==> config.mk <==
export PLATFORM = sky130hd
export DESIGN_NAME = tl_log_replayer_flat
export DESIGN_NICKNAME = d
export VERILOG_FILES = /design/src/rtl/tl_log_replayer_if.sv /design/src/rtl/tl_log_replayer.sv /design/src/flat_wrapper.sv
export SDC_FILE = /design/constraint.sdc
export NUM_CORES = 2
export LEC_CHECK = 0
export ABC_AREA = 1
export CORE_ASPECT_RATIO = 0.7
export CORE_UTILIZATION = 50
export DETAILED_ROUTE_END_ITERATION = 10
export PLACE_DENSITY = 0.72
export SYNTH_ARGS = -nofsm -noshare
export SYNTH_HDL_FRONTEND = slang
export SYNTH_SLANG_ARGS = --single-unit
==> constraint.sdc <==
create_clock -name clock -period 4.26 [get_ports clock]
set_input_delay 0.639 -clock clock [delete_from_list [all_inputs] [get_ports clock]]
set_output_delay 0.639 -clock clock [all_outputs]
set_load 0.05 [all_outputs]
==> src/rtl/tl_log_replayer_if.sv <==
// Record stream bundle for the TileLink log replayer.
// One instance per direction: master drives valid and fields, slave drives ready.
interface tl_log_replayer_if #(
    parameter int STAMP_W = 64
);
    logic               valid;
    logic               ready;
    logic [7:0]         channel;
    logic [7:0]         opcode;
    logic [7:0]         param;
    logic [7:0]         source;
    logic [7:0]         sink;
    logic [63:0]        address;
    logic [63:0]        data_0;
    logic [63:0]        data_1;
    logic [63:0]        data_2;
    logic [63:0]        data_3;
    logic [STAMP_W-1:0] stamp;

    modport master (
        output valid, channel, opcode, param, source, sink,
        output address, data_0, data_1, data_2, data_3, stamp,
        input  ready
    );

    modport slave (
        input  valid, channel, opcode, param, source, sink,
        input  address, data_0, data_1, data_2, data_3, stamp,
        output ready
    );
endinterface

==> src/rtl/tl_log_replayer.sv <==
// Buffers logged TileLink records and releases each one on the output
// stream once the local cycle counter reaches its stamp.
module tl_log_replayer #(
    parameter int DEPTH   = 4,
    parameter int STAMP_W = 64
) (
    input  logic               clock,
    input  logic               reset,
    input  logic               start,
    input  logic [STAMP_W-1:0] start_stamp,
    input  logic               stop,
    input  logic               ungated,
    tl_log_replayer_if.slave   in_if,
    tl_log_replayer_if.master  out_if,
    output logic [31:0]        late_count,
    output logic               order_err,
    output logic               busy
);
    localparam int AW = $clog2(DEPTH);
    localparam int PW = AW + 1;

    typedef enum logic [1:0] {IDLE, RUN, STOPPING} state_t;

    typedef struct packed {
        logic [7:0]         channel;
        logic [7:0]         opcode;
        logic [7:0]         param;
        logic [7:0]         source;
        logic [7:0]         sink;
        logic [63:0]        address;
        logic [63:0]        data_0;
        logic [63:0]        data_1;
        logic [63:0]        data_2;
        logic [63:0]        data_3;
        logic [STAMP_W-1:0] stamp;
    } rec_t;

    state_t             state_q, state_d;
    logic [STAMP_W-1:0] now_q, now_d;
    logic [STAMP_W-1:0] last_q, last_d;
    logic [PW-1:0]      wr_q, wr_d;
    logic [PW-1:0]      rd_q, rd_d;
    rec_t               mem_q [DEPTH];
    rec_t               mem_d [DEPTH];
    logic [31:0]        late_q, late_d;
    logic               err_q, err_d;

    rec_t in_rec;
    rec_t head;
    logic full;
    logic empty;
    logic push;
    logic pop;
    logic eligible;

    assign in_rec = {in_if.channel, in_if.opcode, in_if.param,
                     in_if.source, in_if.sink, in_if.address,
                     in_if.data_0, in_if.data_1, in_if.data_2,
                     in_if.data_3, in_if.stamp};

    assign head  = mem_q[rd_q[AW-1:0]];
    assign full  = (wr_q[AW] != rd_q[AW]) &&
                   (wr_q[AW-1:0] == rd_q[AW-1:0]);
    assign empty = (wr_q == rd_q);
    assign push  = in_if.valid && !full;

    // Unsigned compare: a wrapped counter is deliberately not corrected.
    assign eligible = ungated || (now_q >= head.stamp);

    assign in_if.ready    = !full;
    assign out_if.valid   = (state_q != IDLE) && !empty && eligible;
    assign pop            = out_if.valid && out_if.ready;

    assign out_if.channel = head.channel;
    assign out_if.opcode  = head.opcode;
    assign out_if.param   = head.param;
    assign out_if.source  = head.source;
    assign out_if.sink    = head.sink;
    assign out_if.address = head.address;
    assign out_if.data_0  = head.data_0;
    assign out_if.data_1  = head.data_1;
    assign out_if.data_2  = head.data_2;
    assign out_if.data_3  = head.data_3;
    assign out_if.stamp   = head.stamp;

    assign late_count = late_q;
    assign order_err  = err_q;
    assign busy       = (state_q != IDLE) || !empty;

    // Next-state: run control, FIFO pointers/storage and statistics.
    always_comb begin
        state_d = state_q;
        now_d   = now_q;
        last_d  = last_q;
        wr_d    = wr_q;
        rd_d    = rd_q;
        mem_d   = mem_q;
        late_d  = late_q;
        err_d   = err_q;

        unique case (state_q)
            IDLE: begin
                if (start && !stop) begin
                    state_d = RUN;
                    now_d   = start_stamp;
                end
            end
            RUN: begin
                now_d = now_q + STAMP_W'(1);
                if (stop) begin
                    state_d = (out_if.valid && !out_if.ready) ? STOPPING : IDLE;
                end
            end
            STOPPING: begin
                now_d = now_q + STAMP_W'(1);
                if (pop) begin
                    state_d = IDLE;
                end
            end
            default: state_d = IDLE;
        endcase

        if (push) begin
            mem_d[wr_q[AW-1:0]] = in_rec;
            wr_d   = wr_q + PW'(1);
            last_d = in_rec.stamp;
            if (in_rec.stamp < last_q) begin
                err_d = 1'b1;
            end
        end

        if (pop) begin
            rd_d = rd_q + PW'(1);
            if (!ungated && (now_q > head.stamp) && (late_q != '1)) begin
                late_d = late_q + 32'd1;
            end
        end
    end

    // State registers; reset also discards any buffered records.
    always_ff @(posedge clock or negedge reset) begin
        if (!reset) begin
            state_q <= IDLE;
            now_q   <= '0;
            last_q  <= '0;
            wr_q    <= '0;
            rd_q    <= '0;
            late_q  <= '0;
            err_q   <= 1'b0;
            for (int i = 0; i < DEPTH; i++) begin
                mem_q[i] <= '0;
            end
        end else begin
            state_q <= state_d;
            now_q   <= now_d;
            last_q  <= last_d;
            wr_q    <= wr_d;
            rd_q    <= rd_d;
            late_q  <= late_d;
            err_q   <= err_d;
            mem_q   <= mem_d;
        end
    end
endmodule

==> src/flat_wrapper.sv <==
// flat-port wrapper written by rule: the top's interface ports become plain ports
module tl_log_replayer_flat 
#(
    parameter int DEPTH   = 4,
    parameter int STAMP_W = 64
)
  (clock, reset, start, start_stamp, stop, ungated, late_count, order_err, busy, in_if_valid, in_if_channel, in_if_opcode, in_if_param, in_if_source, in_if_sink, in_if_address, in_if_data_0, in_if_data_1, in_if_data_2, in_if_data_3, in_if_stamp, in_if_ready, out_if_valid, out_if_channel, out_if_opcode, out_if_param, out_if_source, out_if_sink, out_if_address, out_if_data_0, out_if_data_1, out_if_data_2, out_if_data_3, out_if_stamp, out_if_ready);
  tl_log_replayer_if #(.STAMP_W(STAMP_W)) in_if_i ();
  tl_log_replayer_if #(.STAMP_W(STAMP_W)) out_if_i ();
  input  logic clock;
  input  logic reset;
  input  logic start;
  input  logic [STAMP_W-1:0] start_stamp;
  input  logic stop;
  input  logic ungated;
  output logic [31:0] late_count;
  output logic order_err;
  output logic busy;
  input wire logic [$bits(in_if_i.valid)-1:0] in_if_valid;
  input wire logic [$bits(in_if_i.channel)-1:0] in_if_channel;
  input wire logic [$bits(in_if_i.opcode)-1:0] in_if_opcode;
  input wire logic [$bits(in_if_i.param)-1:0] in_if_param;
  input wire logic [$bits(in_if_i.source)-1:0] in_if_source;
  input wire logic [$bits(in_if_i.sink)-1:0] in_if_sink;
  input wire logic [$bits(in_if_i.address)-1:0] in_if_address;
  input wire logic [$bits(in_if_i.data_0)-1:0] in_if_data_0;
  input wire logic [$bits(in_if_i.data_1)-1:0] in_if_data_1;
  input wire logic [$bits(in_if_i.data_2)-1:0] in_if_data_2;
  input wire logic [$bits(in_if_i.data_3)-1:0] in_if_data_3;
  input wire logic [$bits(in_if_i.stamp)-1:0] in_if_stamp;
  output wire logic [$bits(in_if_i.ready)-1:0] in_if_ready;
  output wire logic [$bits(out_if_i.valid)-1:0] out_if_valid;
  output wire logic [$bits(out_if_i.channel)-1:0] out_if_channel;
  output wire logic [$bits(out_if_i.opcode)-1:0] out_if_opcode;
  output wire logic [$bits(out_if_i.param)-1:0] out_if_param;
  output wire logic [$bits(out_if_i.source)-1:0] out_if_source;
  output wire logic [$bits(out_if_i.sink)-1:0] out_if_sink;
  output wire logic [$bits(out_if_i.address)-1:0] out_if_address;
  output wire logic [$bits(out_if_i.data_0)-1:0] out_if_data_0;
  output wire logic [$bits(out_if_i.data_1)-1:0] out_if_data_1;
  output wire logic [$bits(out_if_i.data_2)-1:0] out_if_data_2;
  output wire logic [$bits(out_if_i.data_3)-1:0] out_if_data_3;
  output wire logic [$bits(out_if_i.stamp)-1:0] out_if_stamp;
  input wire logic [$bits(out_if_i.ready)-1:0] out_if_ready;
  assign in_if_i.valid = in_if_valid;
  assign in_if_i.channel = in_if_channel;
  assign in_if_i.opcode = in_if_opcode;
  assign in_if_i.param = in_if_param;
  assign in_if_i.source = in_if_source;
  assign in_if_i.sink = in_if_sink;
  assign in_if_i.address = in_if_address;
  assign in_if_i.data_0 = in_if_data_0;
  assign in_if_i.data_1 = in_if_data_1;
  assign in_if_i.data_2 = in_if_data_2;
  assign in_if_i.data_3 = in_if_data_3;
  assign in_if_i.stamp = in_if_stamp;
  assign in_if_ready = in_if_i.ready;
  assign out_if_valid = out_if_i.valid;
  assign out_if_channel = out_if_i.channel;
  assign out_if_opcode = out_if_i.opcode;
  assign out_if_param = out_if_i.param;
  assign out_if_source = out_if_i.source;
  assign out_if_sink = out_if_i.sink;
  assign out_if_address = out_if_i.address;
  assign out_if_data_0 = out_if_i.data_0;
  assign out_if_data_1 = out_if_i.data_1;
  assign out_if_data_2 = out_if_i.data_2;
  assign out_if_data_3 = out_if_i.data_3;
  assign out_if_stamp = out_if_i.stamp;
  assign out_if_i.ready = out_if_ready;
  tl_log_replayer #(.DEPTH(DEPTH), .STAMP_W(STAMP_W)) u_core (.clock(clock), .reset(reset), .start(start), .start_stamp(start_stamp), .stop(stop), .ungated(ungated), .in_if(in_if_i), .out_if(out_if_i), .late_count(late_count), .order_err(order_err), .busy(busy));
endmodule
* Word-level counts from Yosys, hierarchy flattened
Cells that the tools add are included.
** Word-level totals
- Bits in registers :: 1865
** Cells by class
- Add/subtract/negate cells :: 4
- Magnitude comparators :: 6
- Eq/ne operators :: 9
- Muxes and demuxes :: 13
- Bitwise operators :: 2
- Reduce and logical (&&, ||, !) cells :: 25
** Operators by type and width (number)
- 1696-bit bitwise mux :: 1
- 424-bit two-way mux :: 3
- 424-bit binary-select mux with 2-bit select :: 1
- 424-bit demux with 2-bit select :: 1
- 64-bit case mux with 2 select lines :: 1
- 64-bit by 1-bit adder with 64-bit output, second input constant :: 1
- 64-bit >= comparator :: 1
- 64-bit > comparator :: 1
- 64-bit < comparator :: 1
- 64-bit two-way mux :: 1
- 32-bit by 1-bit adder with 32-bit output, second input constant :: 1
- 32-bit inequality test, second input constant :: 1
- 1-bit logical AND :: 10
- 2-bit two-way mux :: 4
- 3-bit by 1-bit adder with 3-bit output, second input constant :: 2
- 3-bit >= comparator, second input constant :: 2
- 2-bit NOT with 3-bit output :: 2
- 2-bit case mux with 3 select lines :: 1
- 2-bit AND reduction :: 3
- 1-bit logical NOT :: 5
- 2-bit by 1-bit inequality test with 1-bit output, second input constant :: 2
- 2-bit nonzero test :: 2
- 3-bit == test :: 1
- 3-bit by 1-bit < comparator with 1-bit output, second input constant :: 1
- 9 further kinds :: 10

* Depth between registers and ports, before layout
- Depth after elaboration :: 11
- Mapped depth :: 26
- Gate-level depth less buffers :: 23

* Worst setup path after synthesis
Ideal clock, no wire load.
- Path kind :: reg-to-output
- From :: reg u_core.rd_q[0]
- To :: out out_if_valid
- Arrival time :: 3.678 ns
- Slack :: -0.057 ns
- Stages on the path, launching flop included :: 18
- Path buffers :: 3
- Cells stage by stage :: dfrtp_1 > buf_2 > clkbuf_1 > clkbuf_1 > nand2_1 > a32oi_1 > inv_1 > ha_1 > nand2_1 > nor2_1 > nand2_1 > nor3_2 > nand2_1 > nor2_1 > nor2_1 > nand3_2 > nand2_1 > inv_1
** On the way
- Longest elaborated chain between the ends :: 7
- Elaborated cells between the ends (all ways) :: 10
- Those cells by class :: order compare (1); eq/ne (1); mux (3); bitwise (1); reduce/logical (4)
** RTL lines
- start, declared :: RTL line tl_log_replayer.sv:42 : logic [PW-1:0] rd_q, rd_d;
- start signal, assigned :: RTL line tl_log_replayer.sv:158 : rd_q <= rd_d;
- 2-bit NOT with 3-bit output (implied by the code) :: RTL line tl_log_replayer.sv:61 : assign head = mem_q[rd_q[AW-1:0]];
- 424-bit binary-select mux with 2-bit select :: RTL line tl_log_replayer.sv:61
- 424-bit two-way mux (implied by the code) (2 in a row) :: RTL line tl_log_replayer.sv:61
- named net out_if_stamp[55] :: RTL line flat_wrapper.sv:43 : output wire logic [$bits(out_if_i.stamp)-1:0] out_if_stamp;
- 64-bit >= comparator :: RTL line tl_log_replayer.sv:68 : assign eligible = ungated || (now_q >= head.stamp);
- 1-bit logical OR :: RTL line tl_log_replayer.sv:68
- 1-bit logical AND :: RTL line tl_log_replayer.sv:71 : assign out_if.valid = (state_q != IDLE) && !empty && eligible;
- end, declared :: RTL line flat_wrapper.sv:32 : output wire logic [$bits(out_if_i.valid)-1:0] out_if_valid;
The timed path passes the listed nets, and every way through them passes these cells. The select of a mux whose other input is x is not followed.

* Worst setup path in the final report
- From :: reg u_core.rd_q[0]
- To :: out out_if_valid
** On the way
- Longest elaborated chain between the ends :: 7
- Elaborated cells between the ends (all ways) :: 10
- Those cells by class :: order compare (1); eq/ne (1); mux (3); bitwise (1); reduce/logical (4)
** RTL lines (RTL line)
- 2-bit NOT with 3-bit output (implied by the code) :: tl_log_replayer.sv:61
- 424-bit binary-select mux with 2-bit select :: tl_log_replayer.sv:61
- 424-bit two-way mux (implied by the code) (2 in a row) :: tl_log_replayer.sv:61
- 64-bit >= comparator :: tl_log_replayer.sv:68
- 1-bit logical OR :: tl_log_replayer.sv:68
- 1-bit logical AND (*) :: tl_log_replayer.sv:71
Mark *: on every way between the ends. The rest lies on a longest branch, timed or not. The select of a mux whose other input is x is not followed.

==> flow_summary.toml <==
[run_status]
status = "finished, violations left"
violations = "negative setup slack"

[sta]
max_freq_mhz = 225
fin_hold_ws_ns = 0.373
slew_violations = 0
relSlewSlack_pct = 21.2
setup_viol = 1
rsz0062_at_grt = "yes"
finalHoldViolCount = 0
post-route-min-period_ns = 4.45
fin_worst_skew_ns = 0.0410
worstMarginPinSlew_ns = 1.18
period_share_pct = 105
fin_ws_ns = -0.193

[yosys]
synthSimpleGateAreaFrac_pct = 8.18
synth_fp_nets = 8641
ys_seq_elements = 1865
syn_avg_cell_area_um2 = 10.9
ys.flop_type = "dfrtp_1"
ys_warn_count = 0
synthCells = 8009
yosysUniqueCellTypes = 48
syn_area_um2 = 87400
synth_top_family_by_area = "multiplexers"
seq_area_frac_synth_pct = 53.4
async_flop_share_pct = 100
synth_compound_area_share_pct = 10.1
synth_edf_count = 0
synthAdderAreaFrac_pct = 1.96
synth_mux_area_share_pct = 21.0
synthXorXnorAreaFrac_pct = 0.672

[global_route]
grt_max_degree = 159
antenna_found_initial = 82
grt_first_pass_wirelength_um = 411000
grt-ovfl-total = 0
grt_pass1_vias = 66200
grt_usage_pct = 30.2

[setup_path]
cp-end-kind = "output pin"
r2r-start = "u_core.rd_q[0]"
path_cells = "buf_12 > buf_8 > buf_12 > nor2_4 > inv_2 > a32oi_2 > inv_2 > ha_4 > nand2_2 > nor2_1 > nand4_1 > nor3_2 > nand2_2 > nor2_4 > nor2_4 > nand3_4 > nand2_4 > inv_4 > buf_12"
cpPeakStageDelay_ns = 0.51
critPathLaunch = "u_core.rd_q[0]"
path_delay_family = "simple AND/OR/NAND/NOR gates"
arrival_ns = 3.81
crit_fanout = 8
r2r_cells = 23
crit_type = "flop to output pin"
r2r_slack_ns = 0.46
reg2reg_to = "u_core.late_count[0]"
worst-path-buf-inv = 7
startpoint_type = "flop"
cp_slowest_cell = "dfrtp_4"
cp_data_required_time_ns = 3.62

[floorplan]
chipHeight_um = 352
io_pins = 955
start_util_pct = 50.7
core-area_um2 = 172000
die_area_um2 = 176000
placementRows = 127
fp.dieW_um = 502

[cts]
cts_tree = "built"
clockBufferDepth = 3
htreeDepth = 4
cts.sinks = 1865
cts_root_buf = "clkbuf_16"
cts_buffers = 179
path_clk_slew_ns = 0.06
clk_latency_ns = 0.84

[detailed_routing]
first_pass_iters = 8
ant_nets = 0
dr.first_iter.drc_count = 6024
num_vias = 66700
viasPerCell = 5.86
drc_errors = 0
wl_per_cell_um = 24.2
totalWireLength_um = 276000

[placed_design]
place_hpwl_um = 179000
gp_congestion = 0.939
dp_slack_ns = 0.295
port_buffers = 954

[final_layout]
layout-drive-gt1-share_pct = 27.8
final_nets = 9491
final_util_pct = 62.3
final_common_cell = "dfrtp_1"
area_growth_pct = 22.9
final_cell_mix = "dfrtp_1 (1863), mux2_2 (1507), o21ai_0 (973)"

[worst_hold_path]
hold_path.class = "input port to asynchronous set/reset pin"

[flow_run]
cap_violations = 0
-- final cells by class --
cell class	instances	area, µm²
repair inverters	1	8.76
clock inverters	55	759
multi-input cells	5213	37400
well taps	2322	2910
inverters	406	1580
fillers	13400	65100
diodes	59	148
clock buffers	266	5240
flip-flops and latches	1865	46700
repair buffers	1193	12600
-- per-stage QoR --
step                cell area, µm²  TNS (ns)  instances
finish                      107000    -0.193      11400
detailed placement           99500         0      10900
global placement             99500         0      10900
floorplan                    87400         0       8009
global route                107000    -0.390      11400
CTS                         106000     -1.32      11300
-- metal layers --
metal	wire length (µm)	GRT usage [%]	part of all wire [%]
met1	111000	39.4	40
met2	128000	46.6	47
met3	22600	8.50	8.2
met4	13100	14.7	4.8
met5	287	0	0.10
-- timing repair --
action,CTS,global route
hold buffers,1,0
buffers inserted,9,30
setup endpoints to repair,274,178
hold endpoints to repair,59,0
pin swaps,10,64
gates cloned,7,11
resized for setup,111,155
-- cell usage after synthesis, drive strengths merged (2+ instances only) --
cell    count  area share [%]
o21ai     984             5.6
a21o        2           0.017
ha        137             2.0
xnor2      17            0.17
clkbuf    301             1.3
nor4       13            0.11
a22oi       2           0.017
o21a        7           0.060
a32oi      63            0.63
inv       406             1.7
nand4      47            0.34
nand3      84            0.51
o211ai     25            0.23
buf       224             1.5
xor2       50            0.50
a21oi     141            0.81
nor3       58            0.34
o22ai     373             2.7
mux2     1633              21
a31oi       2           0.014
nand2     620             2.7
nor2      942             4.1
dfrtp    1865              53
and3        2           0.014
or2         4           0.029
-- worst max-delay path by stage --
stage,to,slack (ns),cells after the start
after CTS,out_if_valid,-0.22,18
after floorplan,out_if_valid,0.001,17
after global placement,out_if_valid,0.37,17
final,out_if_valid,-0.19,19
after detailed placement,out_if_valid,0.30,17
after global routing,out_if_valid,-0.39,19
-- sequential cells by signal, indices dropped and copies added, names as in the netlist --
register and flops:
u_core.last_q 64, u_core.mem_q 1696, u_core.order_err 1, u_core.wr_q 3, u_core.late_count 32, u_core.rd_q 3, u_core.state_q 2, u_core.now_q 64
-- cells by family after synthesis --
kind of cell	count (synthesis)
flip-flops	1865
multiplexers	1633
adder cells (fa/ha/maj)	137
XOR/XNOR	67
AO/OA/AOI/OAI	1605
buffers and inverters	931
AND/OR/NAND/NOR	1771
Power is not shown: default switching activity piles up to over one toggle a cycle in this logic, so the estimate is an artifact.
